## src/rtl/avg_pool2d_pkg.sv

```systemverilog
// avg_pool2d_pkg: shared constants and element-index helpers for the 4x4 -> 2x2 average pool
package avg_pool2d_pkg;
  localparam int DEF_DATA_W = 8;
  localparam int IN_DIM     = 4;
  localparam int OUT_DIM    = 2;
  localparam int POOL_K     = 2;
  localparam int SUM_W      = DEF_DATA_W + 2;
  function automatic int in_idx(input int r, input int c);
    return IN_DIM * r + c;
  endfunction
  function automatic int out_idx(input int i, input int j);
    return OUT_DIM * i + j;
  endfunction
endpackage

```

## src/rtl/avg_pool2d_win4.sv

```systemverilog
// avg_pool2d_win4: combinational average of four unsigned pixels (truncating, or round-half-up with AVG_POOL_ROUND_EN)
module avg_pool2d_win4 #(
  parameter int DATA_W = 8
) (
  input  logic [DATA_W-1:0] a,
  input  logic [DATA_W-1:0] b,
  input  logic [DATA_W-1:0] c,
  input  logic [DATA_W-1:0] d,
  output logic [DATA_W-1:0] avg
);
  localparam int SW = DATA_W + 2;
  logic [SW-1:0] sum;
  logic [SW-1:0] adj;
  assign sum = SW'(a) + SW'(b) + SW'(c) + SW'(d);
`ifdef AVG_POOL_ROUND_EN
  assign adj = sum + SW'(2);
`else
  assign adj = sum;
`endif
  assign avg = DATA_W'(adj >> 2);
endmodule

```

## src/rtl/avg_pool2d.sv

```systemverilog
// avg_pool2d: registered 2x2/stride-2 average pool of a flattened 4x4 matrix; ports clk, rst (async high), data_in_flat, data_out_flat; option macro AVG_POOL_ROUND_EN
module avg_pool2d
  import avg_pool2d_pkg::*;
#(
  parameter int DATA_W = 8
) (
  input  logic                  clk,
  input  logic                  rst,
  input  logic [16*DATA_W-1:0]  data_in_flat,
  output logic [4*DATA_W-1:0]   data_out_flat
);
  logic [4*DATA_W-1:0] pooled;
  for (genvar i = 0; i < OUT_DIM; i++) begin : g_row
    for (genvar j = 0; j < OUT_DIM; j++) begin : g_col
      avg_pool2d_win4 #(.DATA_W(DATA_W)) u_win (
        .a   (data_in_flat[(16-in_idx(POOL_K*i,   POOL_K*j  ))*DATA_W-1 -: DATA_W]),
        .b   (data_in_flat[(16-in_idx(POOL_K*i,   POOL_K*j+1))*DATA_W-1 -: DATA_W]),
        .c   (data_in_flat[(16-in_idx(POOL_K*i+1, POOL_K*j  ))*DATA_W-1 -: DATA_W]),
        .d   (data_in_flat[(16-in_idx(POOL_K*i+1, POOL_K*j+1))*DATA_W-1 -: DATA_W]),
        .avg (pooled[(4-out_idx(i, j))*DATA_W-1 -: DATA_W])
      );
    end
  end
  always_ff @(posedge clk or posedge rst)
    if (rst) data_out_flat <= '0;
    else     data_out_flat <= pooled;
endmodule

```

## config.mk

```make
export PLATFORM = sky130hd
export DESIGN_NAME = avg_pool2d
export DESIGN_NICKNAME = d
export VERILOG_FILES = /design/src/rtl/avg_pool2d_pkg.sv /design/src/rtl/avg_pool2d_win4.sv /design/src/rtl/avg_pool2d.sv
export SDC_FILE = /design/constraint.sdc
export NUM_CORES = 1
export LEC_CHECK = 0
export BUFFER_PORTS_ARGS = -buffer_cell sky130_fd_sc_hd__buf_2
export CAP_MARGIN = 20
export CORE_UTILIZATION = 50
export CTS_CLUSTER_DIAMETER = 200
export DETAILED_ROUTE_END_ITERATION = 8
export HOLD_SLACK_MARGIN = 0.15
export MAX_ROUTING_LAYER = met4
export PLACE_DENSITY = 0.82
export SETUP_SLACK_MARGIN = 0.2
export SLEW_MARGIN = 20
export SYNTH_ARGS = -nofsm -noshare
export SYNTH_HDL_FRONTEND = slang
export SYNTH_HIERARCHICAL = 1
export SYNTH_SLANG_ARGS = --single-unit
```

## constraint.sdc

```tcl
create_clock -name clk -period 1.06 [get_ports clk]
set_input_delay 0.159 -clock clk [delete_from_list [all_inputs] [get_ports clk]]
set_output_delay 0.159 -clock clk [all_outputs]
set_load 0.1 [all_outputs]
```

# Word level (Yosys, flattened, before mapping)

Cells that the tools add are included.

Add/sub/neg operators: 12

Operators by type and width:

| operator      | number |
|---|---|
| $add 10x8->10 | 8 |
| $add 8x8->9   | 4 |

Register bits: 32
Word-level logic and storage cells: 13
Bits of input ports: 130

# Longest topological paths before layout

Gate-level depths: netlist of run 1.

Depth after elaboration: 3
Mapped depth: 11

# Hierarchy

The synthesis of run 1 kept the hierarchy.

Modules (own cells, without submodules):

| module                                        | instances | cells each | sequential area each (sq um) | area each (sq um) |
|---|---|---|---|---|
| avg_pool2d_win4 (g_row[0].g_col[0].u_win ...) | 2         | 108        | 0.0                          | 828.3 |
| avg_pool2d                                    | 1         | 33         | 800.8                        | 804.5 |
| avg_pool2d_win4 (g_row[1].g_col[0].u_win)     | 1         | 98         | 0.0                          | 775.7 |
| avg_pool2d_win4 (g_row[1].g_col[1].u_win)     | 1         | 98         | 0.0                          | 767.0 |

# Worst setup path after synthesis of run 1

OpenSTA, ideal clock, no wires.

Path kind: in2reg
From: input data_in_flat[57]
To: register data_out_flat[13]
Setup slack: -1483 ps
Required time: 930 ps
Arrival: 2412 ps
Library setup time: 130 ps
Cell stages on the path: 11
Buffers on the path: 0
Cell sequence: inv_1 -> fa_1 -> inv_1 -> fa_1 -> nand2_1 -> nor2_1 -> fa_1 -> a21o_1 -> a21oi_1 -> a2bb2oi_1 -> a22oi_1

Longest elaborated chain between the ends: 3

Ends and longest elaborated chain:

| what                        | RTL line              | text |
|---|---|---|
| start, declared             | avg_pool2d.sv:9       | `input logic [16*DATA_W-1:0] data_in_flat,` |
| $add 8x8->9                 | avg_pool2d_win4.sv:14 | `assign sum = SW'(a) + SW'(b) + SW'(c) + SW'(d);` |
| $add 10x8->10 (2 in series) | avg_pool2d_win4.sv:14 |  |
| via pooled[13]              | avg_pool2d.sv:12      | `logic [4*DATA_W-1:0] pooled;` |
| end signal, assigned        | avg_pool2d.sv:26      | `else data_out_flat <= pooled;` |
| end, declared               | avg_pool2d.sv:10      | `output logic [4*DATA_W-1:0] data_out_flat` |

The timed path passes the listed nets, and every way through them passes these cells.

# Worst setup path in the final report of run 1

From: input data_in_flat[73]
To: register data_out_flat[21]

Longest elaborated chain between the ends: 2

Ends and longest elaborated chain:

| what                        | RTL line |
|---|---|
| $add 10x8->10 (2 in series) | avg_pool2d_win4.sv:14 |
| via pooled[21]              | avg_pool2d.sv:12 |

The timed path passes the listed nets, and every way through them passes these cells.

==> summary.md, run 1 <==
• length of the first detailed-routing pass in iterations: 4
• DP HPWL: 8600 µm
• failing checks: setup timing
• maximum clock rate: 429 MHz
• result of the run: finished, violations left
• DRC violation count after routing: 0
• Clock Pin Slew Worst Setup and Hold Paths: 60 ps
• buffer levels on the longest clock path: 2
• worst hold path cell count: 4
• count of final max-slew check failures: 0
• Sink Count: 32
• met3 wire length: 682 µm
• Detail Route met2 WL: 6350 µm
• Post-Synth XOR/XNOR Area: 3.28%
• registers with the most flip-flops: data_out_flat: 32 flops
• Worst-Margin Slew: 284 ps
• number of different library cells in the post-synthesis netlist: 36
• largest family of logic cells by synthesized area: adder cells
• top sig layer: met4
• endpoints failing setup: 32
• mux contribution to synthesized area: 1.00%
• post-layout util: 85.5%
• net count of the mapped netlist: 667
• Routed WL: 10600 µm
• vias in the first global route: 4215
• DP Area: 6060 µm²
• largest voltage drop on the vdd net: 0.00186 V
• clock root cell: clkbuf_8
• critical path fanouts, max: 2
• unrepaired setup endpoints after global routing: yes
• leakage power total: 3.57 nW
• gp weighted congestion: 0.827
• Max H-tree Level: 2
• launch point of the worst hold path: data_in_flat[0]
• starting density of the core: 51.8%
• CP max-delay cell: fa_2
• Mapped Cells: 445
• number of antenna violations at the first check in global routing: 1
• EDFF count, synth: 0
• Post-layout nets: 895
• critical path, cell by cell: buf_8 -> inv_4 -> fa_2 -> inv_2 -> fa_2 -> nand2_2 -> nor2_4 -> fa_2 -> a211oi_2 -> nor2_2 -> o31ai_2 -> a21boi_2
• core region area: 7730 µm²
• met1 wire length: 3330 µm
• ratio of cells with drive above 1 in the final layout: 52.1%
• adder-cell share of the synthesized area: 40.8%
• average size of a mapped cell: 9.00 µm²
• netlist area before placement: 4000 µm²
• endpoints failing hold: 0
• Largest register FFs: 32
• flop and latch count out of synthesis: 32
• die height: 91.5 µm
• Overflow after GRT: 0
• worst path setup slack after routing: -1270 ps
• simple-gate share of the synthesized area: 6.53%
• leading post-synthesis cells by instance count: inv_1, fa_1, dfrtp_1
• WP data arrival: 2530 ps
• kind of start point of the critical path: primary input
• worst path buffer plus inverter count: 3
• pin count of the biggest net entering global routing: 33
• Post-DRT Antenna Nets: 0
• post-layout instance area: 6610 µm²
• Die Footprint: 8370 µm²
• Fillers: 414
• vias after detailed routing: 3708
• count of warnings emitted by yosys: 6
• normalized max-slew margin: 81.1%
• Worst Setup Path Type: primary input to flip-flop
• leading area contributor after synthesis: fa_1
• wire length of the first global-routing pass: 17100 µm
• max-cap check violation count: 0
• # rows: 32
• wire per inst: 13.6 µm
• CP endpoint kind: flip-flop
• cell with the most instances after synthesis: inv_1
• sequential cell area fraction in the yosys report: 20.0%
• number of design-rule violations left by the first detailed-router iteration: 61
• Stages on worst setup path: 12
• max incr delay on CP: 560 ps
• final cycle utilization of the critical path: 220%
• Hold Worst Slack: 349 ps
• most used flip-flop cell after synthesis: dfrtp_1
• cell repeated most along the worst path: fa_2
• share of flip-flops with an asynchronous set or reset: 100%
• clock buffer count from CTS: 5
• count of boundary I/O pins: 162
• Via density: 4.77
• biggest area contributors in the synthesized netlist: fa_1, dfrtp_1, inv_1
• Required @ worst endpoint: 1260 ps
• capture endpoint of the worst hold path: data_out_flat[0]
• largest register by flop count: data_out_flat
• clock tree from TritonCTS: yes
• path category of the worst min-delay check: primary input to flip-flop
• power density normalized to cell area: 2570 nW/µm²
• overall fraction of global-route tracks in use: 26.8%
• total of buffers placed on input and output ports: 161
• Worst path top cell family by delay: adder cells
• area share of the largest cell type after synthesis: 32.0%
• Compound-Gate Fraction of Synth Area: 11.2%
• Area growth syn-to-layout: 65.1%
• post-layout min period: 2330 ps
• Horiz. Die Dim: 91.5 µm
## tightest hold or removal path: stages
cell,delay (ps)
buf_2,100
nand2_4,60
nor2_4,80
fa_2,190
## layer usage
metal,vias up,global-route usage (%)
li1,1758,-
met1,1797,22.4
met2,128,56.1
met3,25,7.04
met4,0,6.88
met5,-,-
## how the worst max path moves through the flow
stage                     slack, ps                end              start
final                         -1270  data_out_flat[21]   data_in_flat[73]
after global routing          -1320  data_out_flat[29]   data_in_flat[89]
after CTS                     -1260  data_out_flat[19]   data_in_flat[73]
after detailed placement      -1720  data_out_flat[29]  data_in_flat[121]
after global placement        -1600  data_out_flat[21]  data_in_flat[105]
after floorplan               -1370  data_out_flat[21]  data_in_flat[105]
## cell families (layout without fill, tap and decap cells)
group | Yosys count | count (layout)
buffers and inverters | 184 | 413
adders and majority gates | 92 | 92
AOI/OAI and AO/OA | 65 | 65
and+or+nand+nor | 53 | 53
DFF | 32 | 32
xor gates and xnor gates | 15 | 15
muxes | 4 | 4
other | 0 | 1
## where the power goes
group	total [mW]	internal, mW	switching (mW)
Sequential	2.51	1.97	0.545
Clock	0.933	0.529	0.405
Combinational	13.6	5.68	7.88
## layout make-up
type	count	area [µm²]	share of cell area (%)
Timing Repair Buffer	221	1940	29.3
Antenna cell	1	2.50	0.0379
Tap cell	102	128	1.93
Inverter	184	753	11.4
Sequential cell	32	838	12.7
Clock buffer	8	90.1	1.36
Multi-Input combinational cell	229	2860	43.3
## cells in the final DEF (no fill, tap or decap), types with 5 or more instances in the layout
master | Yosys | routed
a21oi_2 | 0 | 5
xnor2_1 | 10 | 9
ha_4 | 0 | 14
fa_1 | 64 | 54
buf_2 | 0 | 109
clkbuf_8 | 0 | 6
a21oi_1 | 14 | 7
ha_1 | 28 | 14
nand2b_1 | 5 | 5
dfrtp_2 | 0 | 30
buf_4 | 0 | 46
nand2_1 | 9 | 6
o21ai_0 | 11 | 8
xor2_1 | 5 | 5
nor2_1 | 23 | 18
buf_6 | 0 | 28
buf_12 | 0 | 33
nor3_1 | 5 | 5
inv_1 | 184 | 144
inv_2 | 0 | 29
inv_8 | 0 | 7
fa_2 | 0 | 10
o21a_1 | 8 | 8
## timing repair
item	4_1_cts	5_1_grt
hold buffers	1	0
setup endpoints to repair	64	64
setup buffers	10	6
endpoints found under the hold margin	32	0
gates resized for setup	65	32
pin swaps	50	36
## stage by stage
step	power [mW]	setup TNS, ps	cells	setup WS (ps)
final	17.0	-34910	777	-1270
after global routing	17.8	-36490	777	-1320
after CTS	16.7	-34040	770	-1260
after detailed placement	15.3	-45200	751	-1720
after global placement	14.8	-42700	751	-1600
after floorplan	10.4	-35250	445	-1370
No activity file was read; power rests on OpenSTA's default activity.
==> run 2, diff against run 1 <==
--- a/config.mk
+++ b/config.mk
@@ -7,14 +7,13 @@
 export LEC_CHECK = 0
 export BUFFER_PORTS_ARGS = -buffer_cell sky130_fd_sc_hd__buf_2
 export CAP_MARGIN = 20
-export CORE_UTILIZATION = 50
+export CORE_UTILIZATION = 40
 export CTS_CLUSTER_DIAMETER = 200
 export DETAILED_ROUTE_END_ITERATION = 8
 export HOLD_SLACK_MARGIN = 0.15
 export MAX_ROUTING_LAYER = met4
-export PLACE_DENSITY = 0.82
+export PLACE_DENSITY = 0.65
 export SETUP_SLACK_MARGIN = 0.2
-export SLEW_MARGIN = 20
 export SYNTH_ARGS = -nofsm -noshare
 export SYNTH_HDL_FRONTEND = slang
 export SYNTH_HIERARCHICAL = 1
==> summary.md, run 2 (synthesized netlist as in run 1, its figures left out) <==
• CP max-delay cell: fa_1
• endpoints failing setup: 32, unchanged
• Sink Count: 32, unchanged
• switching portion of total power: 51.5%, -0.45 points
• # rows: 36, +13%
• part of the total power dissipated in the clock network: 5.9%, +0.4 points
• normalized max-slew margin: 81.4%, +0.31 points
• launch point of the worst hold path: data_in_flat[0]
• total power: 16.9 mW, -0.48%
• max incr delay on CP: 550 ps, about the same
• combinational group share of total power: 79.3%, -0.5 points
• Fillers: 779, +88%
• Post-layout nets: 892, -0.34%
• net switching power: 8.72 mW, -1.3%
• largest voltage drop on the vdd net: 0.00204 V, +9.7%
• post-layout min period: 2300 ps, -29.7 ps
• total of buffers placed on input and output ports: 161, unchanged
• count of boundary I/O pins: 162, unchanged
• DP Area: 6130 µm², +1.3%
• registers with the most flip-flops: data_out_flat: 32 flops
• antenna cell count: 0, -1
• Required @ worst endpoint: 1270 ps, about the same
• DRC violation count after routing: 0, unchanged
• Max H-tree Level: 2, unchanged
• Worst path top cell family by delay: adder cells
• core region area: 9730 µm², +26%
• Area growth syn-to-layout: 65.5%
• endpoints failing hold: 0, unchanged
• wire per inst: 11.5 µm, -15%
• kind of start point of the critical path: primary input
• Routed WL: 9260 µm, -13%
• starting density of the core: 41.2%, -11 points
• final cycle utilization of the critical path: 217%, -2.8 points
• number of design-rule violations left by the first detailed-router iteration: 58, -4.9%
• P_int: 8.22 mW, +0.44%
• dpl ws: -1720 ps, -2.71 ps
• max-cap check violation count: 0, unchanged
• WP data arrival: 2510 ps, -20 ps
• length of the first detailed-routing pass in iterations: 4, unchanged
• buffer levels on the longest clock path: 2, unchanged
• Largest register FFs: 32, unchanged
• critical path fanouts, max: 2, unchanged
• Clock Pin Slew Worst Setup and Hold Paths: 70 ps, about the same
• worst path buffer plus inverter count: 3, unchanged
• DP HPWL: 7940 µm, -7.7%
• ratio of cells with drive above 1 in the final layout: 52.9%, +0.83 points
• Horiz. Die Dim: 102 µm, +12%
• Worst Setup Path Type: primary input to flip-flop
• wire length of the first global-routing pass: 15400 µm, -10%
• post-layout instance area: 6630 µm², +0.28%
• worst path setup slack after routing: -1240 ps, +29.7 ps
• Sequential Power Share: 14.7%, about the same
• leakage power total: 3.55 nW, -0.58%
• total negative slack: -33310 ps, +1600 ps
• Worst-Margin Slew: 276 ps, -7.64 ps
• vias in the first global route: 3872, -8.1%
• number of antenna violations at the first check in global routing: 0, -1
• clock root cell: clkbuf_8
• gp weighted congestion: 0.800, -3.3%
• count of final max-slew check failures: 0, unchanged
• result of the run: finished, violations left
• overall fraction of global-route tracks in use: 19.2%, -7.6 points
• pin count of the biggest net entering global routing: 33, unchanged
• maximum clock rate: 435 MHz, +1.3%
• first element of the critical path: data_in_flat[73]
• vias after detailed routing: 3561, -4.0%
• top library cells by usage in the layout, fill and taps aside: inv_1, buf_2, fa_1
• clock buffer count from CTS: 5, unchanged
• die height: 102 µm, +12%
• cell count after placement: 787, +4.8%
• clock tree from TritonCTS: yes
• filler-free cell count of the finished design: 804, +3.5%
• Die Footprint: 10400 µm², +24%
• Via density: 4.43, -7.2%
• critical path, cell by cell: buf_6 -> inv_2 -> fa_1 -> inv_2 -> fa_2 -> nand2_2 -> nor2_4 -> fa_2 -> a211oi_2 -> nor2_1 -> o31ai_2 -> a21boi_2
• path category of the worst min-delay check: primary input to flip-flop
• failing checks: setup timing
• CP endpoint kind: flip-flop
• Post-DRT Antenna Nets: 0, unchanged
• most common cell after layout, fill and taps aside: inv_1
• unrepaired setup endpoints after global routing: yes
• Overflow after GRT: 0, unchanged
• largest register by flop count: data_out_flat
• power density normalized to cell area: 2550 nW/µm², -0.76%
## run 2: changes by cell type in the layout (fill, tap and decap cells not counted), sizes merged
| cell | previous run | this run |
|---|---|---|
| diode | 1 | 0 |
| buf | 220 | 217 |
## run 2: what timing repair did
| action | in CTS | in global routing |
|---|---|---|
| gates resized for setup | 60 | 36 |
| hold buffers | 1 | 0 |
| buffers inserted | 3 | 5 |
| endpoints found under the setup margin | 64 | 64 |
| pin swaps | 51 | 22 |
| endpoints found under the hold margin | 32 | 0 |
## run 2: final timing paths
kind | cells after the start | slack, ps | endpoint
worst max-delay path | 12 | -1240 | data_out_flat[21]
worst min-delay path | 4 | 350 | data_out_flat[0]
min in group asynchronous | 4 | 460 | data_out_flat[6]
max in group asynchronous | 4 | 400 | data_out_flat[25]
## run 2: worst min-delay path: cells and delay by family
| kind | cells | cell delay [ps] |
|---|---|---|
| buffers and inverters | 1 | 90 |
| adders and majority gates | 1 | 190 |
| and+or+nand+nor | 2 | 150 |
## run 2: power by group through the flow
stage / combinational [mW] / sequential [mW] / clock, mW
final: 13.4 / 2.50 / 1.01
after global placement: 12.5 / 2.51 / 0
after detailed placement: 12.8 / 2.52 / 0
after floorplan: 3.77 / 6.64 / 0
after global routing: 14.3 / 2.55 / 1.10
after CTS: 13.2 / 2.51 / 1.06
## run 2: metrics by stage
stage	util [%]	hold WS, ps
floorplan	-	273
global placement	63.0	210
detailed placement	63.0	215
CTS	66.5	335
global route	68.1	366
finish	68.1	346
## run 2: layout make-up
cell class                      count  area [µm²]  area share [%]
Multi-Input combinational cell    229        2870            43.4
Clock buffer                        8         100            1.51
Tap cell                          133         166            2.51
Sequential cell                    32         838            12.6
Inverter                          184         753            11.4
Timing Repair Buffer              218        1900            28.6
## run 2: layer usage
layer / global-route usage [%] / vias to the layer above / routed length [µm]
li1: - / 1746 / -
met1: 19.2 / 1704 / 3310
met2: 37.5 / 105 / 5300
met3: 4.65 / 6 / 606
met4: 3.41 / 0 / 43
met5: - / - / 0
